[src/rtl/sysram_portb_arb.sv]
// Port-B arbiter for the system RAM: round-robin between host write, UART write and
// C2H readback, with a registered RAM drive and a fixed-latency read-return pipeline.
module sysram_portb_arb #(
  parameter int unsigned AW     = 16,
  parameter int unsigned DW     = 32,
  parameter int unsigned RD_LAT = 1
) (
  input  logic          clk_cpu,
  input  logic          rstn,
  input  logic          en,
  input  logic          h_req,
  input  logic [AW-1:0] h_addr,
  input  logic [DW-1:0] h_data,
  output logic          h_gnt,
  input  logic          u_req,
  input  logic [AW-1:0] u_addr,
  input  logic [DW-1:0] u_data,
  output logic          u_gnt,
  input  logic          r_req,
  input  logic [AW-1:0] r_addr,
  output logic          r_gnt,
  output logic [DW-1:0] r_data,
  output logic          r_vld,
  output logic [3:0]    ram_wen,
  output logic [AW-1:0] ram_addr,
  output logic [DW-1:0] ram_din,
  input  logic [DW-1:0] ram_dout,
  output logic          busy
);

  // ptr_q names the requester searched first in the next decision cycle
  typedef enum logic [1:0] {
    SelHost = 2'd0,
    SelUart = 2'd1,
    SelRead = 2'd2
  } sel_e;

  sel_e            ptr_q, ptr_d;
  logic [2:0]      gnt;  // {read, uart, host}
  logic [3:0]      wen_q;
  logic [AW-1:0]   addr_q;
  logic [DW-1:0]   din_q;
  logic [DW-1:0]   rdata_q;
  logic            rvld_q;
  logic [RD_LAT:0] rd_sr_q;

  // Grant decision; gated by rstn so grants vanish immediately under reset
  always_comb begin
    gnt = 3'b000;
    if (en && rstn) begin
      unique case (ptr_q)
        SelHost: begin
          if (h_req)      gnt = 3'b001;
          else if (u_req) gnt = 3'b010;
          else if (r_req) gnt = 3'b100;
        end
        SelUart: begin
          if (u_req)      gnt = 3'b010;
          else if (r_req) gnt = 3'b100;
          else if (h_req) gnt = 3'b001;
        end
        SelRead: begin
          if (r_req)      gnt = 3'b100;
          else if (h_req) gnt = 3'b001;
          else if (u_req) gnt = 3'b010;
        end
        default: gnt = 3'b000;
      endcase
    end
  end

  always_comb begin
    ptr_d = ptr_q;
    if (gnt[0])      ptr_d = SelUart;
    else if (gnt[1]) ptr_d = SelRead;
    else if (gnt[2]) ptr_d = SelHost;
  end

  always_ff @(posedge clk_cpu or negedge rstn) begin
    if (!rstn) begin
      ptr_q   <= SelHost;
      wen_q   <= 4'h0;
      addr_q  <= '0;
      din_q   <= '0;
      rdata_q <= '0;
      rvld_q  <= 1'b0;
      rd_sr_q <= '0;
    end else begin
      ptr_q <= ptr_d;
      wen_q <= (gnt[0] || gnt[1]) ? 4'hF : 4'h0;
      if (gnt[0]) begin
        addr_q <= h_addr;
        din_q  <= h_data;
      end else if (gnt[1]) begin
        addr_q <= u_addr;
        din_q  <= u_data;
      end else if (gnt[2]) begin
        addr_q <= r_addr;
      end
      // Stage k set means a read whose address was driven k cycles ago
      rd_sr_q <= {rd_sr_q[RD_LAT-1:0], gnt[2]};
      rvld_q  <= rd_sr_q[RD_LAT];
      if (rd_sr_q[RD_LAT]) rdata_q <= ram_dout;
    end
  end

  always_comb begin
    h_gnt    = gnt[0];
    u_gnt    = gnt[1];
    r_gnt    = gnt[2];
    ram_wen  = wen_q;
    ram_addr = addr_q;
    ram_din  = din_q;
    r_data   = rdata_q;
    r_vld    = rvld_q;
    busy     = |rd_sr_q;
  end

endmodule

[config.mk]
export PLATFORM = sky130hd
export DESIGN_NAME = sysram_portb_arb
export DESIGN_NICKNAME = d
export VERILOG_FILES = /design/src/rtl/sysram_portb_arb.sv
export SDC_FILE = /design/constraint.sdc
export NUM_CORES = 1
export LEC_CHECK = 0
export ABC_AREA = 1
export CORE_MARGIN = 3
export CORE_UTILIZATION = 41
export DETAILED_ROUTE_END_ITERATION = 10
export DONT_BUFFER_PORTS = 1
export SETUP_SLACK_MARGIN = 0.4
export SLEW_MARGIN = 5
export SYNTH_ARGS = -nofsm -noshare
export SYNTH_HDL_FRONTEND = slang
export SYNTH_SLANG_ARGS = --single-unit
[constraint.sdc]
create_clock -name clk_cpu -period 4.9 [get_ports clk_cpu]
set_clock_uncertainty 0.15 [all_clocks]
set_input_delay 0.735 -clock clk_cpu [delete_from_list [all_inputs] [get_ports clk_cpu]]
set_output_delay 0.735 -clock clk_cpu [all_outputs]
set_load 0.03 [all_outputs]
==> flow_summary_export.csv, run 1 <==
group,metric,value,unit
timing,fin_setup_tns,0,ps
synthesis,syn-cell-area,3960,sq um
clock_tree,cts_made_buffers,9,
synthesis,ys_ff_latch,86,
setup_path,critPathArrivalTime,2350,ps
floorplanning,die_area,10900,sq um
synthesis,synth_compound_area_share,0.601,%
synthesis,synth-simple-area-share,29.6,%
synthesis,yosysUniqueCellTypes,18,
placed_design,dp.cells,551,
setup_path,critPathLaunchType,"flip-flop",
grt,antenna_found_initial,0,
clock_tree,cts_tree,"yes",
setup_path,critPathKind,"flip-flop to output port",
layout,drive_above_1_share,13.9,%
floorplanning,pin_count,239,
clock_tree,cts_root_buffer,"clkbuf_8",
layout,area_growth,7.17,%
synthesis,synth_fp_nets,596,
grt,met2_usage,29.7,%
grt,busiest_layer,"met2",
detailed_routing,wire_per_inst,17.8,um
floorplanning,die_h,104,um
timing,min_period,3240,ps
run_status,status,"complete, no violations",
timing,setup_viol,0,
clock_tree,max-clock-path-buffers,2,
synthesis,yosys_warnings,0,
grt,grt_pass1_wl,15900,um
synthesis,synth.area.mux_share,9.10,%
floorplanning,start_util,42.4,%
power_and_ir_drop,p_int,0.00102,W
setup_path,end_kind,"output port",
grt,use_met1,22.9,%
layout,utilization,45.5,%
detailed_routing,drt_iter0_drc,250,
power_and_ir_drop,p_leak,2.26,nW
timing,tightest_slew,1240,ps
detailed_routing,ant_nets,0,
grt,globalRouteOverflowTotal,0,
timing,hold_viol,0,
grt,grt_pass1_vias,2972,
detailed_routing,remaining_drc_errors,0,
power_and_ir_drop,p_clk_share,42.5,%
power_and_ir_drop,p_comb_share,2.3,%
power_and_ir_drop,p_per_area,303,nW/um^2
layout,nets,584,
synthesis,yosys-top-cells-area,"dfrtp_1, nand2_1, mux2_2, nand3_1, nand4_1",
clock_tree,insertion_delay,340,ps
synthesis,synth_top_area_cell,"dfrtp_1",
worst_hold_path,hold_class,"primary input to async pin",
grt,grtUsageTotal,18.3,%
floorplanning,coreArea,9330,sq um
floorplanning,die_x,104,um
layout,stdcell_count,567,
synthesis,avgSynthCellArea,8.88,sq um
synthesis,synth_xor_area_share,0,%
job,max_cap_violations,0,
timing,finalMaxSlewViolations,0,
detailed_routing,drtPass1Iterations,6,
synthesis,synthesis.instances,446,
power_and_ir_drop,p_sw_share,20.9,%
clock_tree,cts_setup_buffers,0,
power_and_ir_drop,switching_power,0.000269,W
timing,finalCritPeriodShare,66.1,%
detailed_routing,vias,3017,
synthesis,synth_top_cell_area_share,54.4,%
floorplanning,rows,35,
layout,antenna_cells,0,
clock_tree,clk_pin_slew,90,ps
placed_design,portBuffers,0,
setup_path,cp_max_fo,19,
timing,grt_setup_unrepaired,"no",
setup_path,critPathRequiredTime,4010,ps
placed_design,gp_congestion,0.859,
synthesis,synth_adder_area_share,0,%
placed_design,dp_hpwl,7340,um
synthesis,yosysSeqAreaShare,54.4,%
timing,fmax,0.309,GHz
detailed_routing,drt_wl_total,10100,um
power_and_ir_drop,power_frac_seq,55.2,%
clock_tree,htree_levels,3,
grt,grt_start_max_net_pins,87,
clock_tree,clkSinkCount,86,
grt,grt_use_met3,7.64,%
timing,relSlewSlack,17.2,%
power_and_ir_drop,max-vdd-ir-drop,0.000167,V
synthesis,synth_top_family_by_area,"simple AND/OR/NAND/NOR gates",
detailed_routing,post_drt_via_cell_ratio,5.32,
## timing repair
action,in CTS,in global routing
endpoints found under the hold margin,86,0
resized for setup,0,0
hold buffers,1,0
## synth_stat cells (all sizes together)
library cell and n:
o21ai 4, nand2 185, buf 16, nand4 16, nand3 67, clkbuf 11
mux2 32, nor2 2, inv 26, or2 1, dfrtp 86
## cell usage in the layout, fill, tap and decap left out, drive strengths merged
cell and instances:
o21ai 4, nand3 67, mux2 32, bufinv 2, clkinvlp 2, buf 4, nand4 16, dfrtp 86
clkbuf 10, or2 1, inv 26, nor2 2, clkinv 1, nand2 185
## power groups by stage
stage / Clock [W] / Sequential, W / Combinational, W
final: 0.000546 / 0.000709 / 0.0000294
after global routing: 0.000603 / 0.000709 / 0.0000345
after CTS: 0.000562 / 0.000709 / 0.0000306
after detailed placement: 0 / 0.000723 / 0.0000140
after global placement: 0 / 0.000723 / 0.0000139
after floorplan: 0 / 0.000723 / 0.0000122
## critical path, cell delays in order, from the launching register on
cell     delay (ps)
dfrtp_1         440
o21ai_2         580
nand3_4         350
inv_1           630
## path summary, 6_finish.rpt
path	startpoint	endpoint	slack, ps	cells after the start
max	ptr_q[1]	h_gnt	1660	3
min	rstn	r_data[18]	140	1
max reg2reg	ptr_q[1]	ram_din[1]	2120	6
min reg2reg	rd_sr_q[0]	rd_sr_q[1]	220	0
max in group asynchronous	rstn	ram_din[30]	4130	1
min in group clk_cpu	rd_sr_q[0]	rd_sr_q[1]	220	0
## kinds of logic (layout without fill, tap and decap cells)
group	Yosys count	after routing
buffers and inverters	53	45
AND/OR/NAND/NOR	271	271
multiplexers	32	32
flip-flops	86	86
AO/OA/AOI/OAI	4	4
## sequential cells by signal (all words and copies together), names as in the netlist
| name | flops |
|---|---|
| ram_addr | 16 |
| r_vld | 1 |
| ptr_q | 2 |
| ram_din | 32 |
| ram_wen | 1 |
| rd_sr_q | 2 |
| r_data | 32 |
## stage by stage
| step | hold WS [ps] | cell area (sq um) | power [W] | worst slack, ps |
|---|---|---|---|---|
| floorplan | 196 | 3960 | 0.000736 | 2270 |
| global placement | 201 | 3990 | 0.000737 | 1750 |
| detailed placement | 204 | 3990 | 0.000737 | 1680 |
| CTS | 148 | 4240 | 0.00130 | 1630 |
| global route | 149 | 4240 | 0.00135 | 1450 |
| finish | 145 | 4240 | 0.00128 | 1660 |
## final cells by class
cell class | count | area (sq um)
clock inverters | 5 | 83.8
flip-flops and latches | 86 | 2150
fillers | 927 | 5080
well taps | 129 | 161
multi-input cells | 307 | 1560
clock buffers | 10 | 138
inverters | 26 | 97.6
repair buffers | 4 | 50.0
## per-layer routing
layer  vias to the layer above  wire [um]
li1                       1412          -
met1                      1415       4060
met2                       181       4890
met3                         9       1030
met4                         0        108
met5                         -          0
Power figures use the tool's default switching activity.
==> run 2: changes to the inputs <==
clock period = 2.75 ns   (was 4.9 ns; I/O delays follow)
==> flow_summary_export.csv, run 2 (synthesis results as in run 1) <==
group,metric,value,unit
run_status,status,"finished with violations",
run_status,violations,"hold timing",
floorplanning,start_util,42.4,%
timing,relSlewSlack,62.8,%
grt,grt_pass1_wl,15700,um
clock_tree,cts_root_buffer,"clkbuf_8",
layout,antenna_cells,0,
layout,nets,592,
floorplanning,die_h,104,um
power_and_ir_drop,max-vdd-ir-drop,0.000281,V
layout,area_growth,8.19,%
floorplanning,die_area,10900,sq um
timing,finalCritPeriodShare,79.2,%
grt,grt_start_max_net_pins,88,
setup_path,critPathKind,"flip-flop to output port",
timing,min_period,2180,ps
layout,drive_above_1_share,15.9,%
clock_tree,max-clock-path-buffers,2,
grt,globalRouteOverflowTotal,0,
power_and_ir_drop,p_leak,2.28,nW
setup_path,critPathRequiredTime,2190,ps
floorplanning,coreArea,9330,sq um
detailed_routing,vias,3090,
placed_design,pre_cts_slack,442,ps
detailed_routing,drt_iter0_drc,217,
timing,fin_setup_tns,0,ps
timing,tightest_slew,559,ps
clock_tree,clk_pin_slew,90,ps
placed_design,gp_congestion,0.795,
power_and_ir_drop,p_per_area,496,nW/um^2
setup_path,critPathArrivalTime,1620,ps
setup_path,rrSetupSlack,730,ps
layout,final_cell_mix,"nand2_1, dfrtp_1, nand3_1",
timing,grt_setup_unrepaired,"yes",
setup_path,cp_max_fo,49,
floorplanning,die_x,104,um
detailed_routing,drt_wl_total,10000,um
timing,fin_ws,571,ps
clock_tree,clkSinkCount,86,
job,max_cap_violations,0,
timing,fmax,0.459,GHz
setup_path,reg2reg_depth,10,
detailed_routing,remaining_drc_errors,0,
timing,setup_viol,0,
placed_design,dp_hpwl,7560,um
detailed_routing,drtPass1Iterations,4,
detailed_routing,wire_per_inst,17.4,um
clock_tree,cts_made_buffers,9,
worst_hold_path,hold_class,"primary input to async pin",
floorplanning,rows,35,
layout,fillers,912,
clock_tree,cts_tree,"yes",
grt,antenna_found_initial,0,
grt,use_met1,21.6,%
grt,met2_usage,29.8,%
grt,grtUsageTotal,18.1,%
setup_path,worstReg2RegEnd,"ram_addr[1]",
setup_path,end_kind,"output port",
setup_path,r2r_start,"ptr_q[0]",
floorplanning,pin_count,239,
detailed_routing,post_drt_via_cell_ratio,5.36,
timing,worst_hold_slack,-398,ps
clock_tree,htree_levels,3,
timing,hold_viol,86,
grt,grt_use_met3,7.70,%
grt,busiest_layer,"met2",
detailed_routing,ant_nets,0,
power_and_ir_drop,power,0.00213,W
layout,utilization,45.9,%
grt,grt_pass1_vias,3005,
clock_tree,insertion_delay,340,ps
placed_design,portBuffers,0,
setup_path,critPathLaunchType,"flip-flop",
timing,finalMaxSlewViolations,0,
layout,final_common_cell,"nand2_1",
run 2: layout make-up:
cell class	count	area (sq um)	share of cell area (%)
sequential	86	2150	50.2
multi-input combinational	307	1570	36.5
tap	129	161	3.77
clock buffer	11	151	3.53
timing repair buffer	12	110	2.57
inverter	26	101	2.37
clock inverter	5	41.3	0.964
run 2: routing by layer:
metal	wire length [um]	part of all wire (%)
met1	3890	39
met2	4950	49
met3	1060	11
met4	98	0.98
met5	0	0
run 2: worst max path at each step:
stage	depth (start not counted)	startpoint	end
4_1_cts	6	ptr_q[0]	h_gnt
3_5_place_dp	9	ptr_q[1]	ram_din[30]
6_report	5	ptr_q[0]	u_gnt
2_1_floorplan	7	en	r_gnt
5_1_grt	7	ptr_q[0]	r_gnt
3_3_place_gp	9	ptr_q[0]	ram_din[30]
run 2: where the power goes:
part | leakage (nW) | internal (W) | switching [W] | total, W
sequential | 1.19 | 0.00126 | 0 | 0.00126
clock | 0.0922 | 0.000384 | 0.000451 | 0.000835
combinational | 0.993 | 0.0000103 | 0.0000164 | 0.0000267
total | 2.28 | 0.00166 | 0.000467 | 0.00213
run 2: timing repair:
item,4_1_cts,5_1_grt
pin swaps,1,0
setup buffers,1,2
endpoints found under the hold margin,86,86
resized for setup,0,4
endpoints found under the setup margin,1,13
run 2: worst max-delay path, stage by stage, from the launching register on:
cell     delay, ps
dfrtp_1        410
inv_1           70
nand2_1         70
nand3_1        110
nor2_4         110
buf_4          460
run 2: stage by stage:
step / hold WS (ps) / instances / area (sq um)
3_3_place_gp: -31.5 / 557 / 4050
4_1_cts: -426 / 574 / 4250
5_1_grt: -443 / 576 / 4280
2_1_floorplan: -33.1 / 446 / 3960
3_5_place_dp: -31.7 / 557 / 4050
6_report: -398 / 576 / 4280
